`src/rtl/uart_tx_feeder.sv`:
```
// Byte FIFO feeding a UART transmitter: each queued byte is started with a
// one-cycle data-valid pulse, and the next pulse waits for one full Busy frame.
module uart_tx_feeder #(
  parameter int DATA_WIDTH = 8,
  parameter int FIFO_DEPTH = 8,
  parameter int ADDR_WIDTH = 3
) (
  input  logic                  clk,
  input  logic                  rst_n,
  input  logic [DATA_WIDTH-1:0] wr_data,
  input  logic                  wr_en,
  output logic                  full,
  output logic                  empty,
  output logic                  overflow,
  output logic [DATA_WIDTH-1:0] tx_p_data,
  output logic                  tx_data_valid,
  input  logic                  tx_busy
);

  localparam logic [1:0] IDLE       = 2'd0;
  localparam logic [1:0] SEND       = 2'd1;
  localparam logic [1:0] WAIT_START = 2'd2;
  localparam logic [1:0] WAIT_DONE  = 2'd3;

  localparam logic [ADDR_WIDTH:0] DEPTH_CNT = (ADDR_WIDTH + 1)'(FIFO_DEPTH);

  logic [DATA_WIDTH-1:0] mem [FIFO_DEPTH];
  logic [ADDR_WIDTH-1:0] wr_ptr;
  logic [ADDR_WIDTH-1:0] rd_ptr;
  logic [ADDR_WIDTH:0]   count;
  logic [1:0]            state;
  logic [1:0]            state_nxt;
  logic                  wr_accept;
  logic                  pop;

  assign full          = (count == DEPTH_CNT);
  assign empty         = (count == '0);
  assign tx_data_valid = (state == SEND);

  // The full decision uses the current count, so a pop in the same cycle
  // does not rescue a write issued against a full FIFO.
  assign wr_accept = wr_en && !full;
  assign pop       = (state == IDLE) && !empty && !tx_busy;

  // NOTE: every variable assigned in always_comb gets a default first, so no
  // path leaves it unassigned and no latch is inferred.
  always_comb begin
    state_nxt = state;
    case (state)
      IDLE:       if (!empty && !tx_busy) state_nxt = SEND;
      SEND:       state_nxt = WAIT_START;
      WAIT_START: if (tx_busy) state_nxt = WAIT_DONE;
      WAIT_DONE:  if (!tx_busy) state_nxt = IDLE;
      default:    state_nxt = IDLE;
    endcase
  end

  // NOTE: storage array has no reset; its contents are don't-care until
  // written, which lets it map onto plain RAM/register cells without reset.
  always_ff @(posedge clk) begin
    if (wr_accept) mem[wr_ptr] <= wr_data;
  end

  // NOTE: sequential state is assigned with non-blocking <= so every
  // register samples pre-edge values regardless of statement order.
  always_ff @(posedge clk or negedge rst_n) begin
    if (!rst_n) begin
      wr_ptr    <= '0;
      rd_ptr    <= '0;
      count     <= '0;
      state     <= IDLE;
      tx_p_data <= '0;
      overflow  <= 1'b0;
    end else begin
      state    <= state_nxt;
      overflow <= wr_en && full;
      if (wr_accept) wr_ptr <= wr_ptr + 1'b1;
      if (pop) begin
        rd_ptr    <= rd_ptr + 1'b1;
        tx_p_data <= mem[rd_ptr];
      end
      case ({wr_accept, pop})
        2'b10:   count <= count + 1'b1;
        2'b01:   count <= count - 1'b1;
        default: count <= count;
      endcase
    end
  end

endmodule

```
`config.mk`:
```
export PLATFORM = sky130hd
export DESIGN_NAME = uart_tx_feeder
export DESIGN_NICKNAME = d
export VERILOG_FILES = /design/src/rtl/uart_tx_feeder.sv
export SDC_FILE = /design/constraint.sdc
export NUM_CORES = 1
export LEC_CHECK = 0
export ABC_AREA = 1
export BUFFER_PORTS_ARGS = -buffer_cell sky130_fd_sc_hd__buf_2
export CAP_MARGIN = 40
export CELL_PAD_IN_SITES_DETAIL_PLACEMENT = 2
export CELL_PAD_IN_SITES_GLOBAL_PLACEMENT = 2
export CORE_ASPECT_RATIO = 1.1
export CORE_MARGIN = 8
export CORE_UTILIZATION = 39
export DETAILED_ROUTE_END_ITERATION = 10
export PLACE_DENSITY_LB_ADDON = 0.05
export SYNTH_ARGS = -nofsm -noshare
export SYNTH_HDL_FRONTEND = slang
export SYNTH_SLANG_ARGS = --single-unit
```
`constraint.sdc`:
```
create_clock -name clk -period 2.7 [get_ports clk]
set_input_delay 0 -clock clk [delete_from_list [all_inputs] [get_ports clk]]
set_output_delay 0 -clock clk [all_outputs]
set_load 0.005 [all_outputs]
```
# --- Word level (Yosys, flattened, before mapping) ---
# Memories as Yosys holds them, arrays and structs flattened. A register that Yosys moved wholly into a read port is not among the register bits.
# Cells that the tools add are included.
word_totals:
  ff_bits: 13
  ram_bits: 64
  wordCells: 39
  mem_count: 1
mem_list:
  columns: ["memory", "depth", "word_bits", "rd", "rd_ports_with_merged_regs", "write_ports", "line", "source"]
  rows:
  - ["mem", 8, 8, 1, 1, 1, "27", "logic [DATA_WIDTH-1:0] mem [FIFO_DEPTH];"]
classes:
  n_addsub: 4
  eq_ne: 9
  n_mux: 7
  reduce_logical: 13
ops:
  columns: ["operator", "n"]
  rows:
  - ["$pmux 2 s4", 1]
  - ["$pmux 4 s2", 1]
  - ["$add 3x1->3 const B", 2]
  - ["$eq 2x2->1 const B", 3]
  - ["$mux 2", 3]
  - ["$logic_and 1x1->1", 5]
  - ["$add 4x1->4 const B", 1]
  - ["$eq 2x1->1 const B", 2]
  - ["$eq 4x4->1 const B", 1]
  - ["$logic_not 1->1", 4]
  - ["$logic_not 4->1", 1]
  - ["$ne 2x2->1 const B", 2]
  - ["$sub 4x1->4 const B", 1]
  - ["$reduce_and 3->1", 1]
  - ["$logic_not 2->1", 1]
  - ["$mux 1", 2]
  - ["$ne 2x1->1 const B", 1]
  - ["$reduce_bool 2->1", 1]

# --- Depth between registers and ports, before layout ---
# Gate-level depths: netlist (run 1).
depth:
  word_depth: 6
  depth_mapped: 14
  depth_no_buf: 13

# --- Worst setup path after synthesis (run 1) ---
# OpenSTA, ideal clock, no wires.
synth_timing:
  path_kind: "reg-to-reg"
  startpoint: "register state[0]"
  endpoint: "register count[3]"
  setup_time_ps: 116
  t_arrival_ps: 1973
  required_ps: 2584
  setup_slack_ps: 610
  path_stages_with_launch: 13
  n_path_buf: 1
  cell_sequence: "dfrtp_1 > inv_1 > ha_1 > nand3_4 > inv_4 > buf_12 > ha_1 > ha_1 > or2_2 > nand3_1 > nand2_1 > nand2_1 > nand2_1"
synth_via:
  elab_chain_len: 5
synth_rtl:
  columns: ["item", "line", "source"]
  rows:
  - ["start: declaration", "31", "logic [1:0] state;"]
  - ["start signal: assignment", "75", "state <= state_nxt;"]
  - ["$logic_not 2->1 (*)", "43", "assign pop = (state == IDLE) && !empty && !tx_busy;"]
  - ["$logic_and 1x1->1 (*) (2 in series)", "43", null]
  - ["via pop", "34", "logic pop;"]
  - ["$eq 2x1->1 / $eq 2x2->1 (equally long branches)", "82", "case ({wr_accept, pop})"]
  - ["$pmux 4 s2 / $reduce_bool 2->1 (equally long branches)", null, null]
  - ["end signal: assignment", "83", "2'b10: count <= count + 1'b1;"]
  - ["end signal: assignment", "84", "2'b01: count <= count - 1'b1;"]
  - ["end signal: assignment", "85", "default: count <= count;"]
  - ["end: declaration", "30", "logic [ADDR_WIDTH:0] count;"]
# The timed path passes the listed nets; every way through them passes the cells marked *.
# A chain may end at the register's enable or synchronous reset.

# --- Worst setup path after layout (run 1) ---
layout_timing:
  startpoint: "register state[0]"
  endpoint: "register count[3]"
layout_via:
  elab_chain_len: 5
layout_rtl:
  columns: ["item", "line"]
  rows:
  - ["$logic_not 2->1 (*)", "43"]
  - ["$logic_and 1x1->1 (*) (2 in series)", "43"]
  - ["$eq 2x1->1 / $eq 2x2->1 (equally long branches)", "82"]
  - ["$pmux 4 s2 / $reduce_bool 2->1 (equally long branches)", null]
# Every way passes the cells marked *; elsewhere a longest branch is shown, timed or not.

==> flow_summary.ini, run 1 <==
[outcome]
status = completed

[drt]
ant_nets = 0
wl_per_cell_um = 18.60
routed_via_density = 4.993
drc = 0
num_vias = 2746
wl_um = 10230
drt_iter0_markers = 79
drt-pass1-iter-count = 4

[timing]
max_freq_ghz = 0.4190
rsz0062_at_grt = no
hold_viol = 0
relSlewSlack_pct = 56.78
slew_viol_final = 0
finalSetupViolCount = 0
skew_ps = 12.25
tightest_slew_ps = 647.7
min_period_ps = 2387
fin_setup_tns_ps = 0
fin_crit_sh_pct = 88.39

[synthesis]
yosys_warnings = 0
synth_flop_cell = edfxtp_1
syn_nets = 409
avgSynthCellArea_um2 = 10.21
synth-seq-cells = 85
synth_cell_type_count = 26
synth_top_area_cell = edfxtp_1
synth_area_leaders = edfxtp_1 49%, dfrtp_1 13%, nand2_1 12%, inv_1 5.9%, nand3_1 5.6%
post-synth-top-area-fraction_pct = 48.78
synth.cell_area_um2 = 3940
syn_inst = 386
ys_async_sr_fraction_pct = 24.71
ys_seq_area_share_pct = 62.11
synth_edf_count = 64

[final_layout]
final_cell_mix = 127 x nand2_1, 64 x edfxtp_1, 62 x inv_1, 44 x nand3_1, 23 x buf_2
nNetsFinal = 448
multi_input_area_um2 = 1124
syn_to_final_growth_pct = 12.67
n_antenna_cell = 0
drive_gt1_share_pct = 16.05
mostFrequentLayoutCell = nand2_1
nFillCells = 1048
seq_area_um2 = 2447

[die]
start_util_pct = 40.03
die_h_um = 121.4
die_area_um2 = 13580
core_area_um2 = 9842
rows = 38
die_x_um = 111.8
io_pins = 24

[cts]
clkLatencyLatePin_ps = 370
root_buffer = clkbuf_8
cts_resized = 0
cts_tree = built
postCtsSetupBuffers = 0
clock_sinks = 85
cts_buffers = 9
clk_pin_slew_ps = 90
h-tree-depth = 3
cts_max_path_buffers = 2

[placed_design]
portBuffers = 23
gp_congestion = 0.7352
hpwl_um = 7100

[setup_path]
critical_path.cell_chain = inv_1 > ha_1 > nand3_4 > inv_4 > ha_1 > ha_1 > or2_2 > nand3_1 > nand2_1 > nand2_1 > nand2_1
cp-end-kind = register
crit_type = reg -> reg
startpoint_type = register
cp_slowest_cell = dfrtp_1
critical_path.top_delay_family = adder cells
arrival_ps = 2650
cp_max_fo = 12
crit_required_ps = 2960
critical_path_buf_inv_count = 2
cpPeakStageDelay_ps = 420

[grt]
grtUsageTotal_pct = 16.37
grt_max_degree = 34
antenna_found_initial = 0
grt_first_pass_wirelength_um = 16670
grt_pass1_vias = 3081
overflow = 0

[power_and_ir_drop]
leakage_nw = 2.046
power_density_nw_per_um2 = 1015
finalPower_mw = 4.505
peakVddDrop_uv = 414.7

[flow_run]
maxCapViolations = 0

[min_path]
hold_path.class = in -> reg
==> worst reg2reg max path, cell delays in order (launching register included) <==
cell and delay (ps):
dfrtp_1 420, inv_1 120, ha_1 220, nand3_4 180, inv_4 220, ha_1 280, ha_1 280, or2_2 310
nand3_1 90, nand2_1 60, nand2_1 50, nand2_1 50
==> metal layers <==
metal  GRT usage [%]  wire length, µm  vias up
met5               0                0        -
met4           6.672              181        0
met3           2.489              255       14
met2           30.39             5505       29
met1           18.42             4288     1406
li1                -                -     1297
==> worst paths after layout <==
kind | start | end | slack [ps] | depth (start not counted)
worst max-delay path | state[0] | count[3] | 310 | 11
worst min-delay path | tx_busy | rd_ptr[0] | 110 | 4
worst max register to register | state[0] | count[3] | 310 | 11
worst min register to register | tx_p_data[0] | tx_p_data[0] | 480 | 2
max in group asynchronous | rst_n | rd_ptr[2] | 2200 | 2
min in group asynchronous | rst_n | tx_p_data[4] | 150 | 2
==> Yosys cell counts (4+ instances only) <==
| master | n |
|---|---|
| nand2_1 | 127 |
| o21ai_0 | 4 |
| dfrtp_1 | 21 |
| nor2_2 | 5 |
| nand3_1 | 44 |
| nand3_2 | 8 |
| buf_6 | 5 |
| buf_2 | 5 |
| edfxtp_1 | 64 |
| ha_1 | 10 |
| nor2_1 | 9 |
| inv_1 | 62 |
==> state kept, by name, indices dropped and copies added (netlist names) <==
signal and cells:
mem 64, overflow 1, count 4, wr_ptr 3, tx_p_data 8, rd_ptr 3
state 2
==> what timing repair did <==
| action | in CTS | in global routing |
|---|---|---|
| hold buffers | 10 | 0 |
| setup endpoints to repair | 0 | 0 |
| endpoints found under the hold margin | 87 | 0 |
==> stage by stage <==
stage | utilization [%] | setup slack, ps | hold WS, ps | cells | instance area (µm²)
2_1_floorplan | - | 610.3 | -295.6 | 386 | 3940
3_3_place_gp | 42.16 | 405.1 | 8.176 | 524 | 4149
3_5_place_dp | 42.16 | 273.6 | 11.09 | 524 | 4149
4_1_cts | 45.11 | 281.6 | 100.1 | 550 | 4439
5_1_grt | 45.11 | 98.82 | 139.8 | 550 | 4439
6_report | 45.11 | 313.4 | 106.4 | 550 | 4439
==> kinds of logic (layout without fill, tap and decap cells) <==
kind of cell / count (synthesis) / count (layout) / synth area share (%)
xor gates and xnor gates: 4 / 4 / 0.8893
AOI/OAI and AO/OA: 7 / 7 / 0.9845
buffers and inverters: 79 / 123 / 9.368
and+or+nand+nor: 200 / 200 / 22.96
adders and majority gates: 11 / 11 / 3.684
DFF: 85 / 85 / 62.11
==> report_power, final <==
part,internal (mW),switching [mW],leakage (nW),total [mW]
registers,1.70,0.153,0.841,1.85
logic,0.573,1.17,1.11,1.75
clock network,0.432,0.474,0.0920,0.906
total,2.70,1.80,2.05,4.50
==> layout make-up <==
| cell class | count | share of cell area [%] |
|---|---|---|
| Tap cell | 120 | 3.382 |
| Sequential cell | 85 | 55.13 |
| Multi-Input combinational cell | 222 | 25.31 |
| Timing Repair Buffer | 41 | 6.201 |
| Inverter | 66 | 5.693 |
| Clock inverter | 5 | 1.325 |
| Clock buffer | 11 | 2.959 |
Note: power is estimated with default switching activity, not from simulation.
==> run 2: changes to the inputs <==
Settings changed: CELL_PAD_IN_SITES_DETAIL_PLACEMENT 2 to unset, CELL_PAD_IN_SITES_GLOBAL_PLACEMENT 2 to unset, CORE_UTILIZATION 39 to 48.
==> run 2 against run 1 <==
Against the previous run: global-route usage shrank 0.99 points; clock skew down 3.3 ps; final area grew 0.17%; first-iteration DRC count grew 86%; final cell count is 2.5% lower; setup slack gained 40 ps; via count is 7.0% lower; die area down 16%; clock power increased by 11%; non-clock buffer count shrank 2; critical path type unchanged; critical endpoint unchanged; largest power group unchanged; highest routed layer unchanged.
==> flow_summary.ini, run 2 (synthesis gave the netlist of run 1 again) <==
[timing]
fin_setup_tns_ps = 0
slew_viol_final = 0
relSlewSlack_pct = 52.99
max_freq_ghz = 0.4261
finalSetupViolCount = 0
rsz0062_at_grt = no
skew_ps = 8.945
fin_crit_sh_pct = 86.93
tightest_slew_ps = 704.3
min_period_ps = 2347
hold_viol = 0

[cts]
h-tree-depth = 3
cts_tree = built
postCtsSetupBuffers = 0
clkLatencyLatePin_ps = 340
cts_max_path_buffers = 2
clock_sinks = 85
root_buffer = clkbuf_8
clk_pin_slew_ps = 80
cts_buffers = 9

[drt]
wl_per_cell_um = 15.17
num_vias = 2554
wl_um = 8132
ant_nets = 0
routed_via_density = 4.765
drc = 0
drt_iter0_markers = 147
drt-pass1-iter-count = 4

[setup_path]
crit_required_ps = 2990
reg2reg_depth = 12
arrival_ps = 2630
cp-end-kind = register
worstReg2RegStart = state[0]
reg2reg_to = count[3]
crit_type = reg -> reg
cp_max_fo = 12
startpoint_type = register
r2r_slack_ps = 350

[grt]
grt_max_degree = 34
grtUsageTotal_pct = 15.38
overflow = 0
grt_pass1_vias = 2535
antenna_found_initial = 0
grt_first_pass_wirelength_um = 13130

[final_layout]
syn_to_final_growth_pct = 12.86
largest_reg_flops = 64
nNetsFinal = 446
design_area_um2 = 4447
final_cell_mix = 127 x nand2_1, 64 x edfxtp_1, 62 x inv_1, 44 x nand3_1, 23 x buf_2
drive_gt1_share_pct = 15.89
fin_util_pct = 55.90
reg_top3 = mem (64), tx_p_data (8), count (4)
n_antenna_cell = 0
nFillCells = 713
largest-register = mem
mostFrequentLayoutCell = nand2_1

[placed_design]
gp_congestion = 0.7632
hpwl_um = 5072
portBuffers = 23
placed_cell_area_um2 = 4119

[power_and_ir_drop]
p_int_mw = 2.828
peakVddDrop_uv = 589.6
power_density_nw_per_um2 = 1011
p_seq_share_pct = 41.8
pwr-share-clk_pct = 22.6
switching_share_pct = 37.11
comb_power_share_pct = 35.7
leakage_nw = 2.058
p_sw_mw = 1.669

[min_path]
hold_path.class = in -> reg
hold_start = tx_busy
whs_endpoint = state[1]
holdPathStages = 6

[die]
die_area_um2 = 11370
die_h_um = 111.0
start_util_pct = 49.53
die_x_um = 102.4
core_area_um2 = 7955
rows = 34
io_pins = 24

[outcome]
status = completed

[flow_run]
maxCapViolations = 0
-- run 2: power by group through the flow --
stage | sequential [mW] | clock [mW] | combinational (mW)
after floorplan | 1.84 | 0 | 1.29
after global placement | 1.90 | 0 | 1.60
after detailed placement | 1.91 | 0 | 1.62
after CTS | 1.88 | 1.04 | 1.64
after global routing | 1.92 | 1.08 | 1.83
final | 1.88 | 1.01 | 1.60
-- run 2: area by class of cell --
| cell class | count | area (µm²) | area share, % |
|---|---|---|---|
| Timing Repair Buffer | 39 | 260.3 | 5.853 |
| Tap cell | 108 | 135.1 | 3.039 |
| Clock inverter | 3 | 68.82 | 1.548 |
| Inverter | 66 | 252.7 | 5.684 |
| Sequential cell | 85 | 2447 | 55.04 |
| Multi-Input combinational cell | 222 | 1124 | 25.27 |
| Clock buffer | 13 | 158.9 | 3.573 |
-- run 2: worst max path at each step --
stage,cells past startpoint,start,end
after global routing,11,state[1],count[3]
after CTS,11,state[0],count[3]
after detailed placement,11,state[0],count[3]
final,12,state[0],count[3]
after global placement,11,state[0],count[3]
after floorplan,12,state[0],count[3]
-- run 2: worst max-delay path, cell delays in order, from the launching register on --
cell     delay [ps]
dfrtp_1         420
inv_1           120
ha_1            220
nand3_4         190
inv_4           220
ha_1            250
ha_1            270
or2_2           310
nand2_1          70
nand3_1          60
nand2_1          60
nand2_1          40
nand2_1          40
-- run 2: timing repair --
item,in CTS,in global routing
hold buffers,10,0
endpoints found under the setup margin,0,0
endpoints found under the hold margin,87,0
gates resized for setup,0,0
-- run 2: stage by stage --
| step | power [mW] | instances | setup WS, ps | hold slack, ps |
|---|---|---|---|---|
| after global placement | 3.501 | 510 | 428.0 | 3.491 |
| after floorplan | 3.129 | 386 | 610.3 | -295.6 |
| final | 4.497 | 536 | 353.0 | 102.4 |
| after detailed placement | 3.527 | 510 | 339.9 | 4.630 |
| after CTS | 4.553 | 536 | 334.7 | 90.43 |
| after global routing | 4.826 | 536 | 172.1 | 135.5 |
-- run 2: metal layers --
layer	share of wire, %	up-vias	track usage, %
met2	46	59	23.77
met5	0	-	0
li1	-	1293	-
met4	1.6	0	4.804
met3	5.7	11	4.209
met1	46	1191	20.28
